--- src/rtl/te_pkg.sv ---
`default_nettype none
// ============================================================================
// Module      : te_pkg
// Description : Shared constants and types for the transmission-estimate
//               multiplier pipeline.
// Revision    : 1.0 - initial release
// ============================================================================
package te_pkg;

    localparam int unsigned PIX_W_DEFAULT  = 8;
    localparam int unsigned INV_W_DEFAULT  = 10;
    localparam int unsigned FRAC_W_DEFAULT = 10;
    localparam int unsigned LANES_DEFAULT  = 1;

    localparam int unsigned ONE_Q10        = 1023;
    localparam int unsigned T_MIN_DEFAULT  = 102;

    localparam logic MODE_PRODUCT = 1'b0;
    localparam logic MODE_TRANS   = 1'b1;

    // Per-beat sideband carried alongside the lane data.
    typedef struct packed {
        logic mode;
        logic sof;
        logic eol;
    } te_side_t;

endpackage
`default_nettype wire

--- src/rtl/te_lane_mac.sv ---
`default_nettype none
// ============================================================================
// Module      : te_lane_mac
// Description : One pixel lane: Fc capture, Fc x Inv_Ac multiply, saturation
//               and optional transmission clamp, each stage enable-gated.
// Revision    : 1.0 - initial release
// ============================================================================
module te_lane_mac
    import te_pkg::*;
#(
    parameter int unsigned PIX_W  = PIX_W_DEFAULT,
    parameter int unsigned INV_W  = INV_W_DEFAULT,
    parameter int unsigned FRAC_W = FRAC_W_DEFAULT,
    parameter int unsigned T_MIN  = T_MIN_DEFAULT
) (
    input  logic              clk,
    input  logic              rst_n,
    input  logic              i_s1_en,
    input  logic              i_s2_en,
    input  logic              i_s3_en,
    input  logic [PIX_W-1:0]  i_fc,
    input  logic [INV_W-1:0]  i_inv_s1,
    input  logic              i_mode_s2,
    output logic [FRAC_W-1:0] o_data,
    output logic              o_sat
);

    localparam int unsigned PROD_W = PIX_W + INV_W;

    localparam logic [FRAC_W-1:0] c_one_f = '1;
    localparam logic [PROD_W-1:0] c_one_p = PROD_W'(c_one_f);
    localparam logic [FRAC_W-1:0] c_tmin  = FRAC_W'(T_MIN);

    logic [PIX_W-1:0]  r_fc_s1;
    logic [PROD_W-1:0] r_prod_s2;
    logic [FRAC_W-1:0] r_data;
    logic              r_sat;

    logic              w_sat;
    logic [FRAC_W-1:0] w_p;
    logic [FRAC_W-1:0] w_t;
    logic [FRAC_W-1:0] w_res;

    always_ff @(posedge clk or negedge rst_n) begin
        if (!rst_n) begin
            r_fc_s1   <= '0;
            r_prod_s2 <= '0;
            r_data    <= '0;
            r_sat     <= 1'b0;
        end else begin
            if (i_s1_en) begin
                r_fc_s1 <= i_fc;
            end
            if (i_s2_en) begin
                r_prod_s2 <= PROD_W'(r_fc_s1) * PROD_W'(i_inv_s1);
            end
            if (i_s3_en) begin
                r_data <= w_res;
                r_sat  <= w_sat;
            end
        end
    end

    // The product saturates to just under 1.0 rather than wrapping.
    always_comb begin
        w_sat = (r_prod_s2 > c_one_p);
        w_p   = w_sat ? c_one_f : r_prod_s2[FRAC_W-1:0];
        w_t   = c_one_f - w_p;
        w_res = w_p;
        if (i_mode_s2 == MODE_TRANS) begin
            w_res = (w_t < c_tmin) ? c_tmin : w_t;
        end
    end

    assign o_data = r_data;
    assign o_sat  = r_sat;

endmodule
`default_nettype wire

--- src/rtl/te_multiplier_pipe.sv ---
`default_nettype none
// ============================================================================
// Module      : te_multiplier_pipe
// Description : Handshaked 3-stage Fc x Inv_Ac multiplier with frame-synchronous
//               Inv_Ac update and optional transmission output.
// Revision    : 1.0 - initial release
// ============================================================================
module te_multiplier_pipe
    import te_pkg::*;
#(
    parameter int unsigned PIX_W  = PIX_W_DEFAULT,
    parameter int unsigned INV_W  = INV_W_DEFAULT,
    parameter int unsigned FRAC_W = FRAC_W_DEFAULT,
    parameter int unsigned LANES  = LANES_DEFAULT,
    parameter int unsigned T_MIN  = T_MIN_DEFAULT
) (
    input  logic                     clk,
    input  logic                     rst_n,
    input  logic                     mode,
    input  logic [INV_W-1:0]         inv_ac_in,
    input  logic                     inv_ac_load,
    input  logic                     in_valid,
    output logic                     in_ready,
    input  logic                     in_sof,
    input  logic                     in_eol,
    input  logic [LANES*PIX_W-1:0]   in_fc,
    output logic                     out_valid,
    input  logic                     out_ready,
    output logic                     out_sof,
    output logic                     out_eol,
    output logic [LANES*FRAC_W-1:0]  out_data,
    output logic [LANES-1:0]         out_sat
);

    logic r_v1;
    logic r_v2;
    logic r_v3;

    te_side_t r_side1;
    te_side_t r_side2;
    logic     r_sof3;
    logic     r_eol3;

    logic [INV_W-1:0] r_inv_pend;
    logic             r_pend_flag;
    logic [INV_W-1:0] r_inv_act;
    logic [INV_W-1:0] r_inv_s1;

    logic             w_s1_free;
    logic             w_s2_free;
    logic             w_s3_free;
    logic             w_accept;
    logic             w_s2_load;
    logic             w_s3_load;
    logic             w_sof_accept;
    logic [INV_W-1:0] w_inv_use;

    // A stage may take new data when it is empty or its content moves on.
    assign w_s3_free = !r_v3 || out_ready;
    assign w_s2_free = !r_v2 || w_s3_free;
    assign w_s1_free = !r_v1 || w_s2_free;
    assign in_ready  = w_s1_free;

    assign w_accept     = in_valid && w_s1_free;
    assign w_s2_load    = w_s2_free && r_v1;
    assign w_s3_load    = w_s3_free && r_v2;
    assign w_sof_accept = w_accept && in_sof;

    // A load coinciding with the sof beat bypasses the pending register.
    always_comb begin
        w_inv_use = r_inv_act;
        if (w_sof_accept) begin
            if (inv_ac_load) begin
                w_inv_use = inv_ac_in;
            end else if (r_pend_flag) begin
                w_inv_use = r_inv_pend;
            end
        end
    end

    always_ff @(posedge clk or negedge rst_n) begin
        if (!rst_n) begin
            r_inv_pend  <= '0;
            r_pend_flag <= 1'b0;
            r_inv_act   <= '0;
        end else begin
            if (inv_ac_load) begin
                r_inv_pend <= inv_ac_in;
            end
            if (w_sof_accept) begin
                r_inv_act   <= w_inv_use;
                r_pend_flag <= 1'b0;
            end else if (inv_ac_load) begin
                r_pend_flag <= 1'b1;
            end
        end
    end

    always_ff @(posedge clk or negedge rst_n) begin
        if (!rst_n) begin
            r_v1     <= 1'b0;
            r_v2     <= 1'b0;
            r_v3     <= 1'b0;
            r_side1  <= '0;
            r_side2  <= '0;
            r_sof3   <= 1'b0;
            r_eol3   <= 1'b0;
            r_inv_s1 <= '0;
        end else begin
            if (w_s1_free) begin
                r_v1 <= in_valid;
            end
            if (w_s2_free) begin
                r_v2 <= r_v1;
            end
            if (w_s3_free) begin
                r_v3 <= r_v2;
            end
            if (w_accept) begin
                r_side1.mode <= mode;
                r_side1.sof  <= in_sof;
                r_side1.eol  <= in_eol;
                r_inv_s1     <= w_inv_use;
            end
            if (w_s2_load) begin
                r_side2 <= r_side1;
            end
            if (w_s3_load) begin
                r_sof3 <= r_side2.sof;
                r_eol3 <= r_side2.eol;
            end
        end
    end

    generate
        for (genvar gi = 0; gi < LANES; gi++) begin : g_lane
            te_lane_mac #(
                .PIX_W  (PIX_W),
                .INV_W  (INV_W),
                .FRAC_W (FRAC_W),
                .T_MIN  (T_MIN)
            ) u_lane (
                .clk       (clk),
                .rst_n     (rst_n),
                .i_s1_en   (w_accept),
                .i_s2_en   (w_s2_load),
                .i_s3_en   (w_s3_load),
                .i_fc      (in_fc[gi*PIX_W +: PIX_W]),
                .i_inv_s1  (r_inv_s1),
                .i_mode_s2 (r_side2.mode),
                .o_data    (out_data[gi*FRAC_W +: FRAC_W]),
                .o_sat     (out_sat[gi])
            );
        end
    endgenerate

    assign out_valid = r_v3;
    assign out_sof   = r_sof3;
    assign out_eol   = r_eol3;

endmodule
`default_nettype wire

--- config.mk ---
export PLATFORM = sky130hd
export DESIGN_NAME = te_multiplier_pipe
export DESIGN_NICKNAME = d
export VERILOG_FILES = /design/src/rtl/te_pkg.sv /design/src/rtl/te_lane_mac.sv /design/src/rtl/te_multiplier_pipe.sv
export SDC_FILE = /design/constraint.sdc
export NUM_CORES = 1
export LEC_CHECK = 0
export CAP_MARGIN = 20
export CELL_PAD_IN_SITES_DETAIL_PLACEMENT = 2
export CELL_PAD_IN_SITES_GLOBAL_PLACEMENT = 2
export CORE_MARGIN = 2
export CORE_UTILIZATION = 39
export CTS_CLUSTER_DIAMETER = 150
export DETAILED_ROUTE_END_ITERATION = 12
export PLACE_DENSITY = 0.77
export SLEW_MARGIN = 10
export SYNTH_ARGS = -nofsm -noshare
export SYNTH_HDL_FRONTEND = slang
export SYNTH_SLANG_ARGS = --single-unit
--- constraint.sdc ---
create_clock -name clk -period 6.2 [get_ports clk]
set_input_delay 1.24 -clock clk [delete_from_list [all_inputs] [get_ports clk]]
set_output_delay 1.24 -clock clk [all_outputs]
set_load 0.01 [all_outputs]
==> impl_metrics.prom <==
# TYPE chip_impl_metric gauge
chip_impl_info{name="outcome",value="complete, no violations"} 1
chip_impl_metric{name="io_pins",unit=""} 41
chip_impl_metric{name="ys_seq_area_share",unit="%"} 33.7
chip_impl_metric{name="first_global_vias",unit=""} 4831
chip_impl_info{name="rsz_0062_raised_after_global_routing",value="no"} 1
chip_impl_metric{name="clock_tree.htree_level_count",unit=""} 3
chip_impl_metric{name="ys_ff_latch",unit=""} 79
chip_impl_info{name="hold_path.class",value="reg2reg"} 1
chip_impl_info{name="synth-main-ff-cell",value="dfrtp_1"} 1
chip_impl_metric{name="dp_hpwl",unit="um"} 11500
chip_impl_metric{name="placer_s_final_routability_congestion_estimate",unit=""} 0.831
chip_impl_metric{name="setup_fix_bufs_post_cts",unit=""} 0
chip_impl_metric{name="synth.lib_cells_used.distinct",unit=""} 52
chip_impl_info{name="cts-root-buf",value="clkbuf_16"} 1
chip_impl_metric{name="clock_transition_at_the_registers_of_the_reported_paths",unit="ns"} 0.06
chip_impl_metric{name="post_synthesis_instance_total",unit=""} 583
chip_impl_metric{name="overall_die_area",unit="sq um"} 16000
chip_impl_info{name="worstSetupStartpointType",value="flop"} 1
chip_impl_metric{name="clock_latency",unit="ns"} 0.36
chip_impl_metric{name="antenna_found_initial",unit=""} 0
chip_impl_metric{name="finalHoldViolations",unit=""} 0
chip_impl_metric{name="cts_hold_buffers",unit=""} 0
chip_impl_metric{name="grt_first_pass_wirelength",unit="um"} 25600
chip_impl_metric{name="vias_per_cell",unit=""} 5.23
chip_impl_metric{name="worst_pin_slew",unit="ns"} 1.04
chip_impl_metric{name="async_reset_ff_share",unit="%"} 100
chip_impl_metric{name="drt_first_pass_iters",unit=""} 4
chip_impl_metric{name="path_max_fanout",unit=""} 11
chip_impl_metric{name="final_net_count",unit=""} 726
chip_impl_info{name="path_class",value="reg2reg"} 1
chip_impl_metric{name="grt_util_all_layers",unit="%"} 20.5
chip_impl_metric{name="floorplan.initialDensity",unit="%"} 40.2
chip_impl_metric{name="per_instance_average_area_after_synthesis",unit="sq um"} 10.1
chip_impl_metric{name="syn_area",unit="sq um"} 5860
chip_impl_metric{name="fin_tns_setup",unit="ns"} 0
chip_impl_metric{name="crit_arrival",unit="ns"} 4.91
chip_impl_metric{name="worst_rel_slew_slack",unit="%"} 30.4
chip_impl_info{name="clock_tree_from_tritoncts",value="done"} 1
chip_impl_metric{name="postLayoutCoreUtil",unit="%"} 46.2
chip_impl_metric{name="cts_resized",unit=""} 0
chip_impl_metric{name="num_antenna_cells",unit=""} 0
chip_impl_metric{name="fp.coreArea",unit="sq um"} 14600
chip_impl_metric{name="vias",unit=""} 4203
chip_impl_metric{name="placement.io_buffers",unit=""} 40
chip_impl_metric{name="final_layout_size_suffix_gt1_share",unit="%"} 11.5
chip_impl_metric{name="number_of_max_cap_violations",unit=""} 0
chip_impl_metric{name="tritoncts_num_sinks",unit=""} 79
chip_impl_metric{name="grt_start_max_net_pins",unit=""} 80
chip_impl_metric{name="drt-wirelength-per-cell",unit="um"} 18.9
chip_impl_metric{name="die_height",unit="um"} 127
chip_impl_metric{name="cts-buffers-inserted",unit=""} 9
chip_impl_metric{name="wirelength",unit="um"} 15100
chip_impl_metric{name="grt_overflow_total",unit=""} 0
chip_impl_info{name="worstSetupEndpointType",value="flop"} 1
chip_impl_metric{name="final_period_utilization",unit="%"} 75.5
chip_impl_metric{name="area_overhead_of_the_layout_relative_to_synthesis",unit="%"} 15.0
chip_impl_metric{name="yosys_warnings",unit=""} 0
chip_impl_metric{name="cts.path.max_buffers",unit=""} 2
chip_impl_metric{name="cp_data_required_time",unit="ns"} 6.43
chip_impl_metric{name="synth.net_count",unit=""} 695
chip_impl_metric{name="iteration_0_drc_count_of_the_detailed_router",unit=""} 188
chip_impl_metric{name="synth_enable_flop_cells",unit=""} 0
chip_impl_metric{name="finalWorstPathRequiredPeriod",unit="ns"} 4.68
chip_impl_metric{name="placement_rows",unit=""} 44
chip_impl_metric{name="final_slew_violations",unit=""} 0
chip_impl_metric{name="dieWidth",unit="um"} 127
chip_impl_metric{name="remaining_drc_errors",unit=""} 0
chip_impl_metric{name="drt.antenna.violating_nets",unit=""} 0
chip_impl_metric{name="fmax",unit="GHz"} 0.214
chip_impl_metric{name="fin_worst_skew",unit="ns"} 0.00743
chip_impl_metric{name="setup_viol",unit=""} 0
-- cell usage in the layout (no fill, tap or decap), types with 4 or more instances in the layout --
cell type,netlist,layout
a211oi_1,4,4
a21oi_1,12,12
and2_1,57,57
clkbuf_16,0,9
clkdlybuf4s50_1,0,39
dfrtp_1,79,79
fa_1,48,48
ha_1,38,38
inv_1,77,77
mux2_2,44,44
nand2_1,77,77
nand2b_1,7,7
nand3_1,6,6
nor2_1,21,21
nor3_1,4,4
o21a_1,5,5
o21ai_0,24,24
xor2_1,6,6
-- cells by family after synthesis --
group                      count (synthesis)  synth area share, %
xor gates and xnor gates                   8                 1.20
AOI/OAI and AO/OA                         71                 8.09
DFF                                       79                 33.7
adders and majority gates                 86                 24.5
buffers and inverters                    100                 6.60
muxes                                     47                 9.05
and+or+nand+nor                          192                 16.8
-- path summary, 6_finish.rpt --
kind                                                         start                                         end  slack [ns]  cells past startpoint
setup / recovery           g_lane[0].u_lane.r_fc_s1[7]$_DFFE_PN0P_  g_lane[0].u_lane.r_prod_s2[17]$_DFFE_PN0P_        1.52                     12
max in group asynchronous                                    rst_n                     r_inv_s1[7]$_DFFE_PN0P_        4.80                      2
min in group asynchronous                                    rst_n          g_lane[0].u_lane.o_sat$_DFFE_PN0P_        0.79                      1
hold reg to reg                             r_side2[1]$_DFFE_PN0P_                      r_side2[1]$_DFFE_PN0P_        0.48                      2
setup reg to reg           g_lane[0].u_lane.r_fc_s1[7]$_DFFE_PN0P_  g_lane[0].u_lane.r_prod_s2[17]$_DFFE_PN0P_        1.52                     12
hold / removal                              r_side2[1]$_DFFE_PN0P_                      r_side2[1]$_DFFE_PN0P_        0.48                      2
-- stage by stage --
| step | instance area, sq um | instances | hold slack (ns) | setup slack (ns) |
|---|---|---|---|---|
| floorplan | 5860 | 583 | 0.433 | 1.81 |
| global placement | 6410 | 786 | 0.454 | 1.71 |
| detailed placement | 6410 | 786 | 0.472 | 1.51 |
| CTS | 6710 | 802 | 0.487 | 1.49 |
| global route | 6740 | 803 | 0.516 | 1.28 |
| finish | 6740 | 803 | 0.481 | 1.52 |
-- routing by layer --
metal / GRT usage [%] / vias up / wire [um]
li1: - / 1953 / -
met3: 3.50 / 14 / 348
met5: 0 / - / 0
met2: 36.4 / 46 / 8180
met1: 25.6 / 2190 / 6370
met4: 6.27 / 0 / 245
-- synth_stat cells, types with 3 or more instances --
master / instances / area, sq um
o31ai_1: 3 / 22.5
or3_1: 3 / 18.8
nand3_1: 6 / 30.0
and2_1: 57 / 357
buf_2: 3 / 15.0
o21a_1: 5 / 37.5
ha_1: 38 / 475
o211a_1: 3 / 30.0
clkbuf_1: 16 / 60.1
nand2b_1: 7 / 43.8
inv_1: 77 / 289
a21oi_1: 12 / 60.1
fa_1: 48 / 961
nor3_1: 4 / 20.0
a31oi_1: 3 / 18.8
buf_1: 3 / 11.3
dfrtp_1: 79 / 1980
nand2_1: 77 / 289
a211oi_1: 4 / 30.0
xor2_1: 6 / 52.6
a21o_1: 3 / 22.5
and3_1: 3 / 18.8
mux2_2: 44 / 495
o21ai_0: 24 / 120
nor2_1: 21 / 78.8
nor4_1: 3 / 18.8
-- worst max-delay path, stage by stage, from the launching register on --
cell and delay, ns:
dfrtp_1 0.60, nand2_1 0.15, fa_1 0.54, fa_1 0.54, fa_1 0.52, fa_1 0.55
inv_1 0.05, ha_1 0.32, and2_4 0.19, or4_4 0.45, o21bai_4 0.19, a31oi_1 0.10
or3_1 0.36
-- cell type report --
cell class | instances | area, sq um
fill | 1518 | 7850
sequential | 79 | 1980
timing repair buffer | 43 | 440
clock buffer | 10 | 239
clock inverter | 6 | 68.8
inverter | 77 | 289
multi-input combinational | 404 | 3500
tap | 184 | 230
-- sequential cells by signal, indices dropped and copies added, names as in the netlist, 3 cells and up --
signal,cells
g_lane.u_lane.o_data,10
r_inv_act,10
g_lane.u_lane.r_fc_s1,8
r_side1,3
r_side2,3
r_inv_s1,10
g_lane.u_lane.r_prod_s2,18
r_inv_pend,10
Power is not shown: default switching activity piles up to over one toggle a cycle in this logic, so the estimate is an artifact.
